$ cat src/rtl/mc_ctrl_pkg.sv
// Shared definitions for the multi-cycle MIPS control FSM: state codes, opcodes,
// datapath select codes and the control output bundle.
package mc_ctrl_pkg;

   typedef enum logic [3:0] {
      ST_RESET     = 4'd0,
      ST_FETCH     = 4'd1,
      ST_DECODE    = 4'd2,
      ST_MEM_ADDR  = 4'd3,
      ST_MEM_RD    = 4'd4,
      ST_MEM_WB    = 4'd5,
      ST_MEM_WR    = 4'd6,
      ST_EXECUTE   = 4'd7,
      ST_R_WB      = 4'd8,
      ST_BRANCH    = 4'd9,
      ST_JUMP      = 4'd10,
      ST_ADDI_EXEC = 4'd11,
      ST_ADDI_WB   = 4'd12
   } state_t;

   localparam logic [5:0] OP_RTYPE = 6'h00;
   localparam logic [5:0] OP_LW    = 6'h23;
   localparam logic [5:0] OP_SW    = 6'h2B;
   localparam logic [5:0] OP_BEQ   = 6'h04;
   localparam logic [5:0] OP_J     = 6'h02;
   localparam logic [5:0] OP_ADDI  = 6'h08;

   localparam logic [1:0] ALU_ADD   = 2'b00;
   localparam logic [1:0] ALU_SUB   = 2'b01;
   localparam logic [1:0] ALU_FUNCT = 2'b10;

   localparam logic [1:0] SRCB_B       = 2'b00;
   localparam logic [1:0] SRCB_FOUR    = 2'b01;
   localparam logic [1:0] SRCB_IMM     = 2'b10;
   localparam logic [1:0] SRCB_IMM_SH2 = 2'b11;

   localparam logic [1:0] PCSRC_ALU    = 2'b00;
   localparam logic [1:0] PCSRC_ALUOUT = 2'b01;
   localparam logic [1:0] PCSRC_JUMP   = 2'b10;

   typedef struct packed {
      logic       pc_write;
      logic       pc_write_cond;
      logic       i_or_d;
      logic       mem_read;
      logic       mem_write;
      logic       ir_write;
      logic       mem_to_reg;
      logic       reg_dst;
      logic       reg_write;
      logic       alu_src_a;
      logic [1:0] alu_src_b;
      logic [1:0] alu_op;
      logic [1:0] pc_source;
   } ctl_t;

endpackage

$ cat src/rtl/mc_ctrl_out_decode.sv
// Combinational map of current state and effective memory-ready to the control bundle.
// ADDI states decode only when MULTICYCLE_ADDI_EN is defined.
module mc_ctrl_out_decode
   import mc_ctrl_pkg::*;
(
   input  logic [3:0] state_i,
   input  logic       mem_ready_i,
   output ctl_t       ctl_o
);

   always_comb begin
      ctl_o = '0;
      case (state_i)
         ST_FETCH: begin
            ctl_o.mem_read  = 1'b1;
            ctl_o.alu_src_b = SRCB_FOUR;
            ctl_o.alu_op    = ALU_ADD;
            ctl_o.pc_source = PCSRC_ALU;
            ctl_o.ir_write  = mem_ready_i;
            ctl_o.pc_write  = mem_ready_i;
         end
         ST_DECODE: begin
            ctl_o.alu_src_b = SRCB_IMM_SH2;
            ctl_o.alu_op    = ALU_ADD;
         end
         ST_MEM_ADDR: begin
            ctl_o.alu_src_a = 1'b1;
            ctl_o.alu_src_b = SRCB_IMM;
            ctl_o.alu_op    = ALU_ADD;
         end
         ST_MEM_RD: begin
            ctl_o.mem_read = 1'b1;
            ctl_o.i_or_d   = 1'b1;
         end
         ST_MEM_WB: begin
            ctl_o.reg_write  = 1'b1;
            ctl_o.mem_to_reg = 1'b1;
         end
         // Strobe stays high while waiting; memory ignores repeats until ready.
         ST_MEM_WR: begin
            ctl_o.mem_write = 1'b1;
            ctl_o.i_or_d    = 1'b1;
         end
         ST_EXECUTE: begin
            ctl_o.alu_src_a = 1'b1;
            ctl_o.alu_src_b = SRCB_B;
            ctl_o.alu_op    = ALU_FUNCT;
         end
         ST_R_WB: begin
            ctl_o.reg_write = 1'b1;
            ctl_o.reg_dst   = 1'b1;
         end
         ST_BRANCH: begin
            ctl_o.alu_src_a     = 1'b1;
            ctl_o.alu_src_b     = SRCB_B;
            ctl_o.alu_op        = ALU_SUB;
            ctl_o.pc_write_cond = 1'b1;
            ctl_o.pc_source     = PCSRC_ALUOUT;
         end
         ST_JUMP: begin
            ctl_o.pc_write  = 1'b1;
            ctl_o.pc_source = PCSRC_JUMP;
         end
`ifdef MULTICYCLE_ADDI_EN
         ST_ADDI_EXEC: begin
            ctl_o.alu_src_a = 1'b1;
            ctl_o.alu_src_b = SRCB_IMM;
            ctl_o.alu_op    = ALU_ADD;
         end
         ST_ADDI_WB: begin
            ctl_o.reg_write = 1'b1;
         end
`endif
         default: ctl_o = '0;
      endcase
   end

endmodule

$ cat src/rtl/multicycle_control_fsm.sv
// Multi-cycle MIPS control FSM: state register, latched opcode and illegal-op pulse.
// Define MULTICYCLE_ADDI_EN to add the ADDI execute/writeback path.
//
//  state      | meaning
//  RESET      | idle after reset, all strobes low
//  FETCH      | read instruction at PC, PC += 4 when ready
//  DECODE     | latch opcode, precompute branch target
//  MEM_ADDR   | compute lw/sw effective address
//  MEM_RD     | data read, wait for ready
//  MEM_WB     | write MDR to rt
//  MEM_WR     | data write, wait for ready
//  EXECUTE    | R-type ALU operation
//  R_WB       | write ALUOut to rd
//  BRANCH     | beq compare and conditional PC load
//  JUMP       | PC <= jump target
//  ADDI_EXEC  | A + imm (optional)
//  ADDI_WB    | write ALUOut to rt (optional)
module multicycle_control_fsm
   import mc_ctrl_pkg::*;
#(
   parameter int MEM_HANDSHAKE = 1
) (
   input  logic       clk,
   input  logic       rst_n,
   input  logic [5:0] opcode,
   input  logic       mem_ready,
   output logic       pc_write,
   output logic       pc_write_cond,
   output logic       i_or_d,
   output logic       mem_read,
   output logic       mem_write,
   output logic       ir_write,
   output logic       mem_to_reg,
   output logic       reg_dst,
   output logic       reg_write,
   output logic       alu_src_a,
   output logic [1:0] alu_src_b,
   output logic [1:0] alu_op,
   output logic [1:0] pc_source,
   output logic       illegal_op,
   output logic [3:0] state
);

   logic [3:0] state_q;
   logic [5:0] op_q;
   logic       illegal_q;
   logic       rdy;
   ctl_t       ctl;

   assign rdy = (MEM_HANDSHAKE != 0) ? mem_ready : 1'b1;

   always_ff @(posedge clk or negedge rst_n) begin
      if (!rst_n) begin
         state_q   <= ST_RESET;
         op_q      <= '0;
         illegal_q <= 1'b0;
      end else begin
         illegal_q <= 1'b0;
         case (state_q)
            ST_RESET:    state_q <= ST_FETCH;
            ST_FETCH:    if (rdy) state_q <= ST_DECODE;
            ST_DECODE: begin
               op_q <= opcode;
               case (opcode)
                  OP_LW, OP_SW: state_q <= ST_MEM_ADDR;
                  OP_RTYPE:     state_q <= ST_EXECUTE;
                  OP_BEQ:       state_q <= ST_BRANCH;
                  OP_J:         state_q <= ST_JUMP;
`ifdef MULTICYCLE_ADDI_EN
                  OP_ADDI:      state_q <= ST_ADDI_EXEC;
`endif
                  default: begin
                     state_q   <= ST_FETCH;
                     illegal_q <= 1'b1;
                  end
               endcase
            end
            ST_MEM_ADDR: state_q <= (op_q == OP_LW) ? ST_MEM_RD : ST_MEM_WR;
            ST_MEM_RD:   if (rdy) state_q <= ST_MEM_WB;
            ST_MEM_WB:   state_q <= ST_FETCH;
            ST_MEM_WR:   if (rdy) state_q <= ST_FETCH;
            ST_EXECUTE:  state_q <= ST_R_WB;
            ST_R_WB:     state_q <= ST_FETCH;
            ST_BRANCH:   state_q <= ST_FETCH;
            ST_JUMP:     state_q <= ST_FETCH;
`ifdef MULTICYCLE_ADDI_EN
            ST_ADDI_EXEC: state_q <= ST_ADDI_WB;
            ST_ADDI_WB:   state_q <= ST_FETCH;
`endif
            default:     state_q <= ST_RESET;
         endcase
      end
   end

   mc_ctrl_out_decode u_out_decode (
      .state_i     (state_q),
      .mem_ready_i (rdy),
      .ctl_o       (ctl)
   );

   assign pc_write      = ctl.pc_write;
   assign pc_write_cond = ctl.pc_write_cond;
   assign i_or_d        = ctl.i_or_d;
   assign mem_read      = ctl.mem_read;
   assign mem_write     = ctl.mem_write;
   assign ir_write      = ctl.ir_write;
   assign mem_to_reg    = ctl.mem_to_reg;
   assign reg_dst       = ctl.reg_dst;
   assign reg_write     = ctl.reg_write;
   assign alu_src_a     = ctl.alu_src_a;
   assign alu_src_b     = ctl.alu_src_b;
   assign alu_op        = ctl.alu_op;
   assign pc_source     = ctl.pc_source;
   assign illegal_op    = illegal_q;
   assign state         = state_q;

endmodule

$ cat config.mk
export PLATFORM = sky130hd
export DESIGN_NAME = multicycle_control_fsm
export DESIGN_NICKNAME = d
export VERILOG_FILES = /design/src/rtl/mc_ctrl_pkg.sv /design/src/rtl/mc_ctrl_out_decode.sv /design/src/rtl/multicycle_control_fsm.sv
export SDC_FILE = /design/constraint.sdc
export NUM_CORES = 1
export LEC_CHECK = 0
export ABC_AREA = 1
export CORE_MARGIN = 2
export CORE_UTILIZATION = 37
export CTS_CLUSTER_SIZE = 40
export DETAILED_ROUTE_END_ITERATION = 12
export GPL_ROUTABILITY_DRIVEN = 0
export HOLD_SLACK_MARGIN = 0.12
export PLACE_DENSITY = 0.82
export SETUP_SLACK_MARGIN = 0.15
export SLEW_MARGIN = 20
export SYNTH_ARGS = -nofsm -noshare
export SYNTH_HDL_FRONTEND = slang
export SYNTH_SLANG_ARGS = --single-unit
$ cat constraint.sdc
create_clock -name clk -period 1.1 [get_ports clk]
set_clock_uncertainty 0.05 [all_clocks]
set_input_delay 0.22 -clock clk [delete_from_list [all_inputs] [get_ports clk]]
set_output_delay 0.22 -clock clk [all_outputs]
set_load 0.01 [all_outputs]
==> results of run 1 <==
[synthesized netlist by cell type]
cell / instances
nor2_2: 1
nand2_1: 23
buf_4: 1
nand4_1: 2
nand2_2: 4
o22ai_1: 4
o21ai_0: 3
inv_2: 4
dfrtp_1: 11
nand2_4: 1
o21ai_1: 2
inv_4: 1
nand3_1: 6
o21bai_1: 1
nor2_1: 22
inv_1: 10
buf_6: 1
o21ai_2: 7
[path summary, 6_finish.rpt]
check	startpoint	to	slack (ns)
max in group asynchronous	rst_n	state[0]	0.65
hold reg to reg	op_q[0]	op_q[0]	0.45
min in group clk	op_q[0]	op_q[0]	0.45
setup reg to reg	state[0]	state[0]	-0.41
setup / recovery	state[3]	pc_write	-0.52
hold / removal	rst_n	op_q[0]	0.19
[final cells by class]
class / instances / share of cell area
multi-input cells: 76 / 0.336
well taps: 27 / 0.0206
clock buffers: 4 / 0.0161
flip-flops and latches: 11 / 0.170
repair buffers: 72 / 0.417
inverters: 15 / 0.0405
[critical path, cell delays in order (launching register included)]
cell	delay, ns
dfrtp_1	0.37
inv_2	0.09
nor2_2	0.12
inv_2	0.10
buf_6	0.14
o22ai_2	0.13
buf_2	0.15
[per-layer routing]
layer / track usage / vias to the layer above / wire length (um)
met5: 0 / - / 0
met4: 0.0703 / 0 / 66
met3: 0.0407 / 10 / 140
met2: 0.455 / 50 / 1550
met1: 0.251 / 493 / 1100
li1: - / 478 / -
[logic make-up (layout without fill, tap and decap cells)]
| kind of cell | Yosys count | count (layout) | synth area share |
|---|---|---|---|
| compound gates | 17 | 17 | 0.164 |
| buf+inv | 17 | 91 | 0.107 |
| flops | 11 | 11 | 0.379 |
| simple gates | 59 | 59 | 0.350 |
[registers in the layout, indices dropped and copies added (netlist names)]
signal	count
op_q	6
state	4
illegal_op	1
[through the flow]
stage,TNS [ns],hold slack (ns),instances
final,-10.94,0.191,205
after global routing,-12.71,0.210,205
after CTS,-9.36,0.195,200
after detailed placement,-11.54,0.420,179
after global placement,-11.04,0.416,179
after floorplan,-1.55,-0.126,104
[where the power goes]
group | leakage, nW | total [mW] | switching (mW) | internal [mW]
combinational | 0.636 | 3.23 | 1.58 | 1.64
clock | 0.0150 | 0.265 | 0.125 | 0.140
sequential | 0.136 | 0.747 | 0.155 | 0.592
[what timing repair did]
item	in CTS	in global routing
gates resized for setup	112	19
setup buffers	17	5
pin swaps	5	6
setup endpoints to repair	32	32
==> results.cfg, run 1 <==
[status]
status = complete, but fails checks
violations = negative setup slack

[floorplanning]
rows = 16
initial_core_util = 0.382
die_area_um2 = 2330
fp.coreArea_um2 = 1900
die_y_um = 48.3
fp.dieW_um = 48.3
io_pins = 30

[finish]
n_antenna_cell = 0
register_area_um2 = 278
final_common_cell = buf_4
final_util = 0.861
nets = 188
nFillCells = 90
multiInputGateArea_um2 = 551
area_growth_pct = 126
drive_gt1_frac = 0.629
final_cell_mix = buf_4, buf_6, nand2_1, nor2_4, dfrtp_1
design_area_um2 = 1640

[cts]
htree_num_levels = 1
clock_sink_count = 11
cts_tree = built
clock_path_buffers = 2
insertion_delay_ns = 0.26
clkTransAtPathRegs_ns = 0.07
cts_made_buffers = 3
cts_root_buf = clkbuf_4
postCtsHoldBufs = 0

[yosys]
syn_avg_cell_area_um2 = 6.98
synthDistinctLibCells = 18
ys_seq_area_frac = 0.379
syn_inst = 104
synth_top_area_share = 0.379
synthTopCellsByArea = dfrtp_1, nand2_1, nor2_1
synth.largest_area_cell = dfrtp_1
syn_nets = 113
ys_warn_count = 0
synth_seq_cells = 11
syn_area_um2 = 726

[setup_path]
worstPathMaxFanout = 4
r2r_cells = 9
crit_type = reg -> out
worstSetupStartpointType = flip-flop
required_ns = 0.83
cp-end-kind = output port
crit_arrival_ns = 1.35

[pwr]
power.density_nw_per_um2 = 2590
p_total_mw = 4.24
p_leak_nw = 0.787
irDropWorstVdd_v = 0.00193

[sta]
relSlewSlack = 0.860
worst_slew_pin_slew_ns = 0.208
post-route-period-util = 1.48
fmax_mhz = 616
timing_hold_violations_final = 0
setup_viol = 31
layout_min_cycle_time_ns = 1.62
drv_slew = 0
finalWorstSetupSlack_ns = -0.523
rsz0062_at_grt = true

[routing]
drt-total-wl_um = 2860
avgRoutedWirePerCell_um = 14.0
ant_nets = 0
drc = 0
dr.pass1.iters = 4
via_count = 1031
viasPerCell = 5.03
drt-initial-drc-count = 18

[grt]
overflow = 0
grt_pass1_vias = 905
antenna_found_initial = 0
grt_util_all_layers = 0.234
grt_start_max_net_pins = 13
grt_pass1_wl_um = 3740

[flow_run]
cap_violations = 0

[place]
placed_area_um2 = 1280
preCtsSetupSlack_ns = -0.605
place_hpwl_um = 1570
portBuffers = 29

[hold_path]
min_path_type = in -> async
Power figures use the tool's default switching activity.
==> inputs of run 2 (changes only) <==
CORE_MARGIN = not set   (was 2)
CORE_UTILIZATION = 44   (was 37)
PLACE_DENSITY = 0.91   (was 0.82)
clock period = 2 ns   (was 1.1 ns; I/O delays follow)
==> run 2 against run 1 <==
Net effect: the run now ends clean; largest cell class is now multi-input combinational cells; via count shrank 18%; register-to-register slack improved by 0.87 ns; setup slack improved by 0.67 ns; non-clock buffer count down 29; cell count down 20%; sequential power is 49% lower; hold slack better by 0.22 ns; routed wire length decreased by 25%.
==> results.cfg, run 2 (same netlist as run 1, synthesis figures left out) <==
[sta]
fmax_mhz = 541
post-route-period-util = 0.925
layout_min_cycle_time_ns = 1.85
rsz0062_at_grt = true
setup_viol = 0
finalWorstSetupSlack_ns = 0.151
drv_slew = 0
relSlewSlack = 0.660
worst_slew_pin_slew_ns = 0.509
timing_hold_violations_final = 0

[routing]
drt-initial-drc-count = 21
ant_nets = 0
route.met2.wl_um = 1120
drt-total-wl_um = 2150
drc = 0
top_layer = met4
via_count = 847
met1Wirelength_um = 925
dr_wl_met3_um = 77
avgRoutedWirePerCell_um = 13.0
dr.pass1.iters = 4
viasPerCell = 5.13

[setup_path]
crit_start = state[0]
crit_arrival_ns = 1.40
required_ns = 1.55
slowest_stage = dfrtp_2
worstSetupStartpointType = flip-flop
r2r_cells = 10
cp-end-kind = output port
cp.depth = 5
critPathBufInv = 3
worstPathMaxFanout = 6
max_stage_delay_ns = 0.41
path_cells = buf_4 > nor2_2 > inv_2 > o21ai_0 > clkbuf_2
crit_type = reg -> out
r2r-start = state[0]
critPathTopFamily = flip-flops

[pwr]
p_leak_nw = 0.587
p_total_mw = 1.59
irDropWorstVdd_v = 0.000780
power.density_nw_per_um2 = 1430

[floorplanning]
rows = 14
fp.coreArea_um2 = 1520
die_y_um = 42.6
fp.dieW_um = 42.6
io_pins = 30
die_area_um2 = 1820
initial_core_util = 0.476

[finish]
final_common_cell = nand2_1
final_cell_mix = nand2_1, nor2_1, buf_4, clkdlybuf4s50_1, dfrtp_1
drive_gt1_frac = 0.389
nFillCells = 117
n_antenna_cell = 0
final_cells = 165
largest_reg_flops = 6
nets = 159
design_area_um2 = 1110
area_growth_pct = 53.3
regMostFlops = op_q
final_util = 0.730

[cts]
htree_num_levels = 1
clock_path_buffers = 2
insertion_delay_ns = 0.27
postCtsHoldBufs = 0
cts_root_buf = clkbuf_4
cts_tree = built
cts_made_buffers = 3
clock_sink_count = 11
clkTransAtPathRegs_ns = 0.08

[flow_run]
cap_violations = 0

[grt]
grt_pass1_wl_um = 3570
grt_pass1_vias = 848
grt_start_max_net_pins = 13
overflow = 0
grt_util_all_layers = 0.262
antenna_found_initial = 0

[status]
status = completed

[hold_path]
min_path_type = in -> async

[place]
placed_area_um2 = 1070
portBuffers = 29
dp_cells = 154
preCtsSetupSlack_ns = -0.160
place_hpwl_um = 1640
==> run 2: where the power goes <==
part           switching (mW)  total, mW  leakage (nW)  internal (mW)
Combinational           0.578       1.05         0.432          0.468
Sequential             0.0606      0.383         0.138          0.323
Clock                  0.0842      0.158        0.0177         0.0741
==> run 2: area by class of cell <==
type,instances,area [um2],share of cell area
multi-input cells,76,398,0.358
well taps,16,20.0,0.0180
flip-flops and latches,11,277,0.249
clock buffers,3,22.5,0.0202
clock inverters,1,5.00,0.00450
repair buffers,43,332,0.298
inverters,15,58.8,0.0529
==> run 2: worst reg2reg max path, delay by kind of cell, from the launching register on <==
| family | cells | cell delay, ns |
|---|---|---|
| and+or+nand+nor | 4 | 0.32 |
| buffers and inverters | 4 | 0.57 |
| DFF | 1 | 0.41 |
| AOI/OAI and AO/OA | 2 | 0.11 |
==> run 2: what timing repair did <==
item / CTS / global route
setup buffers: 3 / 4
pin swaps: 0 / 1
resized for setup: 33 / 26
cloned: 0 / 0
endpoints found under the setup margin: 16 / 15
==> run 2: path summary, 6_finish.rpt <==
kind	endpoint	slack, ns
max in group asynchronous	state[0]	1.13
min reg2reg	op_q[4]	0.45
max	mem_read	0.15
max reg2reg	state[0]	0.46
min in group clk	op_q[4]	0.45
min	illegal_op	0.41
==> run 2: layer usage <==
layer | track usage | up-vias
li1 | - | 420
met1 | 0.323 | 403
met2 | 0.452 | 20
met3 | 0.0560 | 4
met4 | 0.0813 | 0
met5 | 0 | -
==> run 2: through the flow <==
| stage | setup TNS (ns) | hold slack (ns) |
|---|---|---|
| after floorplan | 0 | 0.0544 |
| after global placement | -0.0615 | 0.416 |
| after detailed placement | -0.225 | 0.427 |
| after CTS | 0 | 0.425 |
| after global routing | 0 | 0.439 |
| final | 0 | 0.409 |
==> RTL edit: new RTL, settings of run 1 <==
Add a define of `MULTICYCLE_ADDI_EN`.
--- a/src/rtl/mc_ctrl_out_decode.sv
+++ b/src/rtl/mc_ctrl_out_decode.sv
@@ -1,5 +1,7 @@
 // Combinational map of current state and effective memory-ready to the control bundle.
 // ADDI states decode only when MULTICYCLE_ADDI_EN is defined.
+`define MULTICYCLE_ADDI_EN
+
 module mc_ctrl_out_decode
    import mc_ctrl_pkg::*;
 (
Behaviour: not the same (a bounded check fails within 4 cycles, from zero or initial values and one cycle with rst_n low).
==> RTL edit against run 1 <==
  * The flow now stops in 5_1_grt
  * Synthesized area rose by 1.6%
==> RTL edit: results (changes against run 1) <==
[run_status]
status = aborted with a tool error
haltStage = 5_1_grt
error = [ERROR DPL-0033] detailed placement checks failed during check placement.

[clocking]
numCtsBuffers = 3  ; unchanged
h-tree-depth = 1  ; unchanged
cts_root_buf = clkbuf_4
clk_path_buf_depth = 2  ; unchanged

[synth]
synthFlopType = dfrtp_1
synth-warning-count = 0  ; unchanged
synth.net_count = 121  ; +7.1%
synth_top_cells_by_count = 32 x nand2_1, 20 x nor2_1, 11 x dfrtp_1, 11 x inv_1, 8 x nand3_1
async_flop_share_pct = 100  ; unchanged
synth_cell_types = 17  ; -1
yosys-top-cells-area = dfrtp_1 37%, nand2_1 16%, nor2_1 10%
ys_ff_latch = 11  ; unchanged
ys_seq_area_share_pct = 37.4  ; -0.58 points

[placed_design]
dp_hpwl_um = 2040  ; +29%
port_buffers = 29  ; unchanged

[timing]
worstEpCategory = top-level output
worst_endpoint = pc_write

[global_routing]
grt_max_degree = 12
antenna_found_initial = 1

RTL edit: cell types whose count changed after synthesis, moves of 2 or more:
cell,change
nor2_1,-2
nand2_1,+9
o22ai_1,-2
nor2_2,+2
o21ai_2,-4
nand3_1,+2
a21oi_1,+2
RTL edit: cells by family after synthesis:
logic type,synth area share [%]
flip-flops,37.4
AO/OA/AOI/OAI,11.4
AND/OR/NAND/NOR,41.1
buffers and inverters,10.2
RTL edit: per-stage QoR:
step / hold WS [ns] / cell area [um^2] / std cells / setup WS, ns / setup TNS (ns)
after detailed placement: 0.419 / 1330 / 194 / -0.682 / -12.51
after global placement: 0.401 / 1330 / 194 / -0.611 / -11.44
after CTS: 0.196 / 1580 / 209 / -0.565 / -11.17
after floorplan: -0.126 / 813 / 112 / -0.207 / -2.95
RTL edit: what timing repair did:
action / in CTS
resized for setup: 124
setup buffers: 10
gates cloned: 1
setup endpoints to repair: 32
pin swaps: 11
